--- src/rtl/fpu_test_pkg.sv ---
// Shared definitions for the fsub byte-stream responder.
//   resp_state_t : responder FSM states
//   REQ_BYTES    : request length in bytes (x1 then x2, MSB first)
//   RSP_BYTES    : response length in bytes (y MSB first, then status)
//   status_byte  : status layout, bit 0 = ovf, bits 7:1 reserved (zero)
//   rsp_byte     : selects response byte idx from the packed {y, status} word
package fpu_test_pkg;

  typedef enum logic [1:0] {
    RECV = 2'd0,
    EXEC = 2'd1,
    SEND = 2'd2
  } resp_state_t;

  localparam int REQ_BYTES = 8;
  localparam int RSP_BYTES = 5;

  function automatic logic [7:0] status_byte(input logic ovf);
    return {7'b0, ovf};
  endfunction

  // Byte 0 is the most significant byte of the 40-bit response word.
  function automatic logic [7:0] rsp_byte(input logic [39:0] word, input logic [2:0] idx);
    logic [39:0] shifted;
    shifted = word << (8 * idx);
    return shifted[39:32];
  endfunction

endpackage

--- src/rtl/fsub.sv ---
// Combinational IEEE-754 single-precision subtractor, y = x1 - x2.
// Round-to-nearest-even, gradual underflow, exact zero is +0 unless both
// operands are zeros of the sign that survives the subtraction.
//   x1, x2 : operands
//   y      : difference (canonical quiet NaN 7FC00000 for invalid cases)
//   ovf    : finite operands produced a result rounded to infinity
module fsub (
  input  logic [31:0] x1,
  input  logic [31:0] x2,
  output logic [31:0] y,
  output logic        ovf
);

  localparam logic [31:0] QNAN = 32'h7FC0_0000;

  logic        sa, sb, a_nan, b_nan, swap, big_s, sml_s, eff_sub, stk, rnd_up;
  logic [7:0]  ea, eb, be, se;
  logic [22:0] fa, fb;
  logic [23:0] big_m, sml_m;
  logic [9:0]  big_e, sml_e, d, e_norm, exp_f;
  logic [26:0] big_x, sml_x, sml_sh, al, norm;
  logic [27:0] sum;
  logic [4:0]  lz, sh;
  logic [24:0] mant_r;

  // NOTE: every variable written here gets a value on every path (defaults
  // or unconditional assignments first), so no latch is inferred.
  always_comb begin
    y   = '0;
    ovf = 1'b0;

    // Subtraction is handled as x1 + (-x2).
    sa = x1[31];
    sb = ~x2[31];
    ea = x1[30:23];
    eb = x2[30:23];
    fa = x1[22:0];
    fb = x2[22:0];
    a_nan = (ea == 8'hFF) && (fa != '0);
    b_nan = (eb == 8'hFF) && (fb != '0);

    // Order operands by magnitude so the aligned difference is never negative.
    swap  = {eb, fb} > {ea, fa};
    big_s = swap ? sb : sa;
    sml_s = swap ? sa : sb;
    be    = swap ? eb : ea;
    se    = swap ? ea : eb;
    big_m = swap ? {eb != 8'd0, fb} : {ea != 8'd0, fa};
    sml_m = swap ? {ea != 8'd0, fa} : {eb != 8'd0, fb};
    // Denormals share the exponent of the smallest normal.
    big_e = (be == 8'd0) ? 10'd1 : {2'b0, be};
    sml_e = (se == 8'd0) ? 10'd1 : {2'b0, se};
    d     = big_e - sml_e;

    // Three extra low bits: guard, round, sticky.
    big_x = {big_m, 3'b0};
    sml_x = {sml_m, 3'b0};
    if (d >= 10'd27) begin
      sml_sh = '0;
      stk    = (sml_x != '0);
    end else begin
      sml_sh = sml_x >> d;
      stk    = ((sml_sh << d) != sml_x);
    end
    al = sml_sh | {26'b0, stk};

    eff_sub = big_s ^ sml_s;
    sum = eff_sub ? ({1'b0, big_x} - {1'b0, al}) : ({1'b0, big_x} + {1'b0, al});

    lz = '0;
    for (int i = 0; i < 27; i++) begin
      if (sum[i]) lz = 5'(26 - i);
    end

    if (sum[27]) begin
      norm   = {sum[27:2], sum[1] | sum[0]};
      e_norm = big_e + 10'd1;
      sh     = '0;
    end else begin
      // Stop shifting at the denormal boundary (biased exponent 1).
      sh     = ({5'b0, lz} < (big_e - 10'd1)) ? lz : 5'(big_e - 10'd1);
      norm   = sum[26:0] << sh;
      e_norm = big_e - {5'b0, sh};
    end

    rnd_up = norm[2] & (norm[1] | norm[0] | norm[3]);
    mant_r = {1'b0, norm[26:3]} + {24'b0, rnd_up};
    // Leading one decides the field: carry-out bumps the exponent, a missing
    // hidden bit leaves a denormal (field 0).
    exp_f  = mant_r[24] ? (e_norm + 10'd1) : (mant_r[23] ? e_norm : 10'd0);

    if ((ea == 8'hFF) || (eb == 8'hFF)) begin
      if (a_nan || b_nan || ((ea == 8'hFF) && (eb == 8'hFF) && (sa != sb))) y = QNAN;
      else if (ea == 8'hFF) y = {sa, 8'hFF, 23'b0};
      else                  y = {sb, 8'hFF, 23'b0};
    end else if (sum == '0) begin
      y = {~eff_sub & big_s, 31'b0};
    end else if (exp_f >= 10'd255) begin
      y   = {big_s, 8'hFF, 23'b0};
      ovf = 1'b1;
    end else begin
      y = {big_s, exp_f[7:0], mant_r[24] ? 23'b0 : mant_r[22:0]};
    end
  end

endmodule

--- src/rtl/fsub_byte_responder.sv ---
// Byte-stream responder around fsub: receives x1 and x2 as eight bytes,
// big-endian, runs one fsub evaluation and returns y (four bytes, MSB first)
// followed by a status byte {7'b0, ovf}. All outputs are registered.
//   clk, rstn           : clock, asynchronous active-low reset
//   in_data/valid/ready : request byte stream (ready only while receiving)
//   out_data/valid/ready: response byte stream, held until consumed
//   err_timeout         : one-cycle pulse when a partial request is dropped
//   done_count          : completed transactions, wraps
module fsub_byte_responder
  import fpu_test_pkg::*;
#(
  parameter int unsigned TIMEOUT_CYCLES = 1_000_000,
  parameter int unsigned CNT_W          = 16
) (
  input  logic             clk,
  input  logic             rstn,
  input  logic [7:0]       in_data,
  input  logic             in_valid,
  output logic             in_ready,
  output logic [7:0]       out_data,
  output logic             out_valid,
  input  logic             out_ready,
  output logic             err_timeout,
  output logic [CNT_W-1:0] done_count
);

  localparam int IDLE_W = $clog2(TIMEOUT_CYCLES + 1);

  resp_state_t       state, state_next;
  logic [2:0]        rx_idx;
  logic [2:0]        tx_idx;
  logic [63:0]       opnd_sr;
  logic [39:0]       rsp_word;
  logic [IDLE_W-1:0] idle_cnt;
  logic [31:0]       fsub_y;
  logic              fsub_ovf;
  logic              accept, consume;

  assign accept  = in_valid && in_ready;
  assign consume = out_valid && out_ready;

  fsub u_fsub (
    .x1  (opnd_sr[63:32]),
    .x2  (opnd_sr[31:0]),
    .y   (fsub_y),
    .ovf (fsub_ovf)
  );

  // NOTE: sequential state uses non-blocking assignments so every register
  // samples the pre-edge values of the others, independent of block order.
  always_ff @(posedge clk or negedge rstn) begin
    if (!rstn) state <= RECV;
    else       state <= state_next;
  end

  always_comb begin
    state_next = state;
    case (state)
      RECV: if (accept && (rx_idx == 3'(REQ_BYTES - 1))) state_next = EXEC;
      EXEC: state_next = SEND;
      SEND: if (consume && (tx_idx == 3'(RSP_BYTES - 1))) state_next = RECV;
      default: state_next = RECV;
    endcase
  end

  always_ff @(posedge clk or negedge rstn) begin
    if (!rstn) begin
      rx_idx      <= '0;
      tx_idx      <= '0;
      opnd_sr     <= '0;
      rsp_word    <= '0;
      idle_cnt    <= '0;
      in_ready    <= 1'b0;
      out_data    <= '0;
      out_valid   <= 1'b0;
      err_timeout <= 1'b0;
      done_count  <= '0;
    end else begin
      // Registered from the next state so ready never depends on live inputs.
      in_ready    <= (state_next == RECV);
      err_timeout <= 1'b0;
      case (state)
        RECV: begin
          if (accept) begin
            opnd_sr  <= {opnd_sr[55:0], in_data};
            rx_idx   <= rx_idx + 3'd1;  // wraps to 0 after the last byte
            idle_cnt <= '0;
          end else if (rx_idx != 3'd0) begin
            if (idle_cnt == IDLE_W'(TIMEOUT_CYCLES - 1)) begin
              rx_idx      <= '0;
              opnd_sr     <= '0;
              idle_cnt    <= '0;
              err_timeout <= 1'b1;
            end else begin
              idle_cnt <= idle_cnt + 1'b1;
            end
          end
        end
        EXEC: begin
          rsp_word  <= {fsub_y, status_byte(fsub_ovf)};
          out_data  <= fsub_y[31:24];
          out_valid <= 1'b1;
          tx_idx    <= '0;
        end
        SEND: begin
          if (consume) begin
            if (tx_idx == 3'(RSP_BYTES - 1)) begin
              out_valid  <= 1'b0;
              done_count <= done_count + 1'b1;
            end else begin
              tx_idx   <= tx_idx + 3'd1;
              out_data <= rsp_byte(rsp_word, tx_idx + 3'd1);
            end
          end
        end
        default: ;
      endcase
    end
  end

endmodule
--- config.mk ---
export PLATFORM = sky130hd
export DESIGN_NAME = fsub_byte_responder
export DESIGN_NICKNAME = d
export VERILOG_FILES = /design/src/rtl/fpu_test_pkg.sv /design/src/rtl/fsub.sv /design/src/rtl/fsub_byte_responder.sv
export SDC_FILE = /design/constraint.sdc
export NUM_CORES = 1
export LEC_CHECK = 0
export CAP_MARGIN = 10
export CORE_ASPECT_RATIO = 0.7
export CORE_UTILIZATION = 45
export CTS_BUF_LIST = sky130_fd_sc_hd__clkbuf_4 sky130_fd_sc_hd__clkbuf_8
export CTS_CLUSTER_DIAMETER = 40
export DETAILED_ROUTE_END_ITERATION = 12
export GPL_TIMING_DRIVEN = 0
export SLEW_MARGIN = 20
export SYNTH_ARGS = -nofsm -noshare
export SYNTH_HDL_FRONTEND = slang
export SYNTH_SLANG_ARGS = --single-unit
--- constraint.sdc ---
create_clock -name clk -period 22.1 [get_ports clk]
set_input_delay 4.42 -clock clk [delete_from_list [all_inputs] [get_ports clk]]
set_output_delay 4.42 -clock clk [all_outputs]
set_load 0.01 [all_outputs]
==> results of run 1 <==
[worst register-to-register path: cells and delay by family, from the launching register on]
family / cells / cell delay [ns]
adder cells (fa/ha/maj): 5 / 1.63
multiplexers: 3 / 1.34
AND/OR/NAND/NOR: 24 / 7.44
AO/OA/AOI/OAI: 24 / 6.68
XOR/XNOR: 2 / 0.47
flip-flops: 1 / 0.55
buffers and inverters: 17 / 3.54
[per-layer routing]
layer  routed length (um)  GRT usage, %
met1                45100          64.0
met3                16900          17.5
met4                 2500          9.79
met5                    0             0
met2                38600          55.9
[state kept, by name (all words and copies together) (netlist names)]
signal and flops:
in_ready 1, out_valid 1, idle_cnt 20, done_count 16
opnd_sr 64, tx_idx 3, err_timeout 1, rsp_word 33
state 2, out_data 8, rx_idx 3
[through the flow]
stage / area [um2] / worst slack (ns) / util, % / std cells
after floorplan: 20500 / 4.96 / - / 2734
after global placement: 21600 / -1.70 / 48.1 / 3375
after detailed placement: 21700 / -1.95 / 48.2 / 3378
after CTS: 22200 / 0.0592 / 49.4 / 3411
after global routing: 22600 / 0.0360 / 50.1 / 3415
final: 22600 / 0.347 / 50.2 / 3416
[worst min path at each step]
stage,to,start,depth (start not counted)
2_1_floorplan,rsp_word[0],rsp_word[0],2
3_3_place_gp,rsp_word[38],rsp_word[38],2
3_5_place_dp,done_count[15],done_count[15],1
4_1_cts,done_count[15],done_count[15],1
5_1_grt,done_count[6],done_count[6],1
6_report,done_count[15],done_count[15],1
[synth_stat cells, types with 34 or more instances]
cell type	count
o21ai_0	192
clkbuf_1	104
dfrtp_1	152
a22o_1	44
inv_1	127
nand3_1	113
o22ai_1	34
mux2i_1	81
nand4_1	44
nor2_1	230
nor4_1	48
o211ai_1	46
xnor2_1	63
nand2_1	306
nor3_1	91
ha_1	106
a21oi_1	166
buf_2	36
[cells by family after synthesis]
kind of cell	Yosys count	share of synthesized area, %
AND/OR/NAND/NOR	1029	24.7
multiplexers	136	8.15
AO/OA/AOI/OAI	917	31.9
XOR/XNOR	89	3.84
adder cells (fa/ha/maj)	112	6.86
flip-flops	152	18.6
buffers and inverters	299	6.01
[timing repair]
item	in CTS	in global routing
buffers inserted	2	6
endpoints found under the setup margin	39	39
resized for setup	29	79
cloned	0	0
pin swaps	1	4
[cell usage in the layout, fill, tap and decap left out, drive strengths merged, types with 23 or more instances in the layout]
master,n
a211oi,38
a21o,32
a21oi,172
a22o,44
a22oi,32
a31oi,34
and3,24
buf,74
clkbuf,120
clkdlybuf4s50,37
dfrtp,152
ha,106
inv,139
mux2,33
mux2i,82
nand2,307
nand2b,23
nand3,115
nand4,46
nor2,235
nor3,97
nor4,52
o211ai,49
o21ai,214
o22ai,34
o31ai,32
or3,31
xnor2,64
xor2,25
[final cells by class]
cell class                 count  area (um2)
fill                        4443       22400
multi-input combinational   2283       15900
sequential                   152        3800
buffer                       166         762
tap                          603         754
inverter                     131         495
timing repair buffer          49         488
clock buffer                  17         234
clock inverter                14         128
antenna                        1        2.50
==> flow_summary.toml, run 1 <==
[outcome]
status = "finished, violations left"
violations = "design-rule violations"

[global_routing]
grt_max_degree = 103
grt-ovfl-total = 0
grt_use_total_pct = 42.9
grt_pass1_vias = 22400
grt_pass1_wl_mm = 150
antenna_found_initial = 0

[clocking]
htree_levels = 4
postCtsHoldBufs = 0
clock_latency_ns = 0.47
clock-sinks = 152
cts_tree = "built"
clockBufferDepth = 2
cts_buffers = 17
root_buffer = "clkbuf_8"
clk_pin_slew_worst_paths_ns = 0.10

[synthesis]
syn_nets = 2854
ys.flop_type = "dfrtp_1"
netlist-cell-type-count = 131
synth_top_area_share_pct = 18.6
ys_seq_area_share_pct = 18.6
yosys_warnings = 0
synth_edf_count = 0
synth.avg_cell_area_um2 = 7.50
syn_area_um2 = 20500
ys_async_sr_fraction_pct = 100
synth_area_leaders = "dfrtp_1, ha_1, nand2_1, o21ai_0, nor2_1"
netlist_instances = 2734
yosysTopAreaCell = "dfrtp_1"
ys_ff_latch = 152

[worst_setup_path]
worstPathArrival_ns = 22.11
crit_family = "simple AND/OR/NAND/NOR gates"
crit_slowest_cell = "a211oi_1"
startpoint = "opnd_sr[54]"
path_depth = 75
start_kind = "flop"
required_ns = 22.45
r2r_end = "rsp_word[13]"
crit_end = "rsp_word[13]"
crit_fanout = 10
worstSetupPathType = "flop to flop"
r2r_cells = 75
reg2reg_slack_ns = 0.35
path_buf_inv = 17
max_stage_delay_ns = 0.89
r2r-start = "opnd_sr[54]"
crit_path_end_kind = "flop"

[place]
globalplace.congestion = 1.08
place_hpwl_mm = 82.2
io_buffers = 38

[floorplan]
start_util_pct = 45.6
num_io_pins = 39
rows = 65
core-area_um2 = 45000
die_w_um = 257
die_h_um = 181
dieArea_um2 = 46400

[timing]
setup_viol = 0
tns_ns = 0
clock.fmax_mhz = 46.0
fin_crit_sh_pct = 98.4
rsz0062_at_grt = "false"
fin_crit_ns = 21.75
max_slew_margin_pct = 14.7
finClkSkew_ns = 0.0240
hold_viol = 0
tightest_slew_ns = 1.27
finalHoldWorstSlack_ns = 0.480
slew_violations = 0

[route]
ant_nets = 0
vias = 24700
wl_per_cell_um = 30.2
drcViolationCount = 4
via_per_inst = 7.23
drtIter0Drc = 3851
firstDrtPassIters = 11
wirelength_mm = 103

[worst_hold_path]
hold_path.class = "flop to flop"

[cells_and_area]
drive_gt1_share_pct = 11.4
syn_to_final_growth_pct = 10.1
fin_nets = 2920

[flow_run]
drv_cap = 0
Power of run 1 is not shown: default switching activity piles up to over one toggle a cycle in this logic, so the estimate is an artifact.
==> run 2, diff against run 1 <==
Clock period 22.1 ns to 26.2 ns, I/O delays scaled along.
==> flow_summary.toml, run 2 (synthesis gave the netlist of run 1 again) <==
[cells_and_area]
layout_commonest_cell = "nand2_1"
largest_reg_flops = 64
drive_gt1_share_pct = 8.30
antenna_cells = 0
fin_nets = 2914
syn_to_final_growth_pct = 7.71
top_regs = "opnd_sr (64), rsp_word (33), idle_cnt (20)"
fin_cells = 3409
top_register = "opnd_sr"
layout_common_cells = "nand2_1, nor2_1, o21ai_0, a21oi_1, dfrtp_1"

[place]
io_buffers = 38
place_ws_ns = 2.15
place_hpwl_mm = 82.2
globalplace.congestion = 1.08
dp.cells = 3378

[flow_run]
drv_cap = 0

[route]
drtIter0Drc = 4106
vias = 24800
wirelength_mm = 103
drcViolationCount = 2
ant_nets = 0
firstDrtPassIters = 12
via_per_inst = 7.27
wl_per_cell_um = 30.2

[global_routing]
grt_pass1_vias = 22300
grt-ovfl-total = 0
antenna_found_initial = 1
grt_pass1_wl_mm = 150
grt_use_total_pct = 42.8
grt_max_degree = 103

[clocking]
clk_pin_slew_worst_paths_ns = 0.10
postCtsHoldBufs = 0
clockBufferDepth = 2
clock-sinks = 152
ctsResizeCount = 0
clock_latency_ns = 0.48
postCtsSetupBuffers = 0
htree_levels = 4
cts_buffers = 17
root_buffer = "clkbuf_8"
cts_tree = "built"

[worst_setup_path]
required_ns = 26.56
crit_slowest_cell = "a2111oi_1"
crit_fanout = 10
worstPathArrival_ns = 26.25
r2r_end = "rsp_word[13]"
startpoint = "opnd_sr[57]"
worstSetupPathType = "flop to flop"
start_kind = "flop"
r2r-start = "opnd_sr[57]"
reg2reg_slack_ns = 0.31
r2r_cells = 71
crit_path_end_kind = "flop"
crit_end = "rsp_word[13]"
max_stage_delay_ns = 1.11

[floorplan]
start_util_pct = 45.6
dieArea_um2 = 46400
die_w_um = 257
num_io_pins = 39
rows = 65
die_h_um = 181
core-area_um2 = 45000

[timing]
fin_crit_sh_pct = 98.8
slew_violations = 0
fin_crit_ns = 25.89
hold_viol = 0
rsz0062_at_grt = "false"
tightest_slew_ns = 1.22
max_slew_margin_pct = 18.9
clock.fmax_mhz = 38.6
setup_viol = 0
tns_ns = 0
finClkSkew_ns = 0.0305
layout_setup_ws_ns = 0.314

[outcome]
status = "finished, violations left"
violations = "design-rule violations"

[worst_hold_path]
hold_path.class = "flop to flop"
hp-start = "done_count[15]"
[run 2: cell count changes in the layout (fill, tap and decap cells not counted), sizes merged]
cell | before | now
clkbuf | 120 | 121
inv | 139 | 140
diode | 1 | 0
buf | 74 | 67
clkinvlp | 3 | 2
[run 2: how the worst min path moves through the flow]
| stage | slack, ns | end | cells past startpoint |
|---|---|---|---|
| finish | 0.48 | done_count[15] | 1 |
| global route | 0.50 | done_count[6] | 1 |
| CTS | 0.48 | done_count[15] | 1 |
| detailed placement | 0.47 | done_count[15] | 1 |
| global placement | 0.46 | rsp_word[38] | 2 |
| floorplan | 0.44 | rsp_word[0] | 2 |
[run 2: cell type report]
cell class,count,area [um2]
Sequential cell,152,3800
Timing Repair Buffer,41,428
Tap cell,603,754
Fill cell,4487,22900
Inverter,131,492
Multi-Input combinational cell,2283,15500
Clock buffer,17,234
Clock inverter,14,128
Buffer,168,739
[run 2: worst max-delay path: cells and delay by family (launching register included)]
kind	cells	cell delay, ns
buffers and inverters	16	5.38
adder cells (fa/ha/maj)	5	1.40
AO/OA/AOI/OAI	24	9.32
AND/OR/NAND/NOR	22	7.37
XOR/XNOR	2	0.90
multiplexers	2	0.79
flip-flops	1	0.53
[run 2: through the flow]
| step | util, % | hold WS, ns | area [um2] |
|---|---|---|---|
| floorplan | - | 0.441 | 20500 |
| global placement | 48.1 | 0.459 | 21600 |
| detailed placement | 48.2 | 0.466 | 21700 |
| CTS | 49.0 | 0.484 | 22100 |
| global route | 49.1 | 0.503 | 22100 |
| finish | 49.1 | 0.480 | 22100 |
[run 2: routing by layer]
metal  part of all wire, %  track usage (%)  vias to the layer above
met5                 0.013                0                        -
met3                    16             17.4                      250
met2                    38             55.9                     1970
li1                      -                -                    10500
met4                   2.5             9.60                        2
met1                    43             63.8                    12100
Power of run 2 is left out for the same reason.
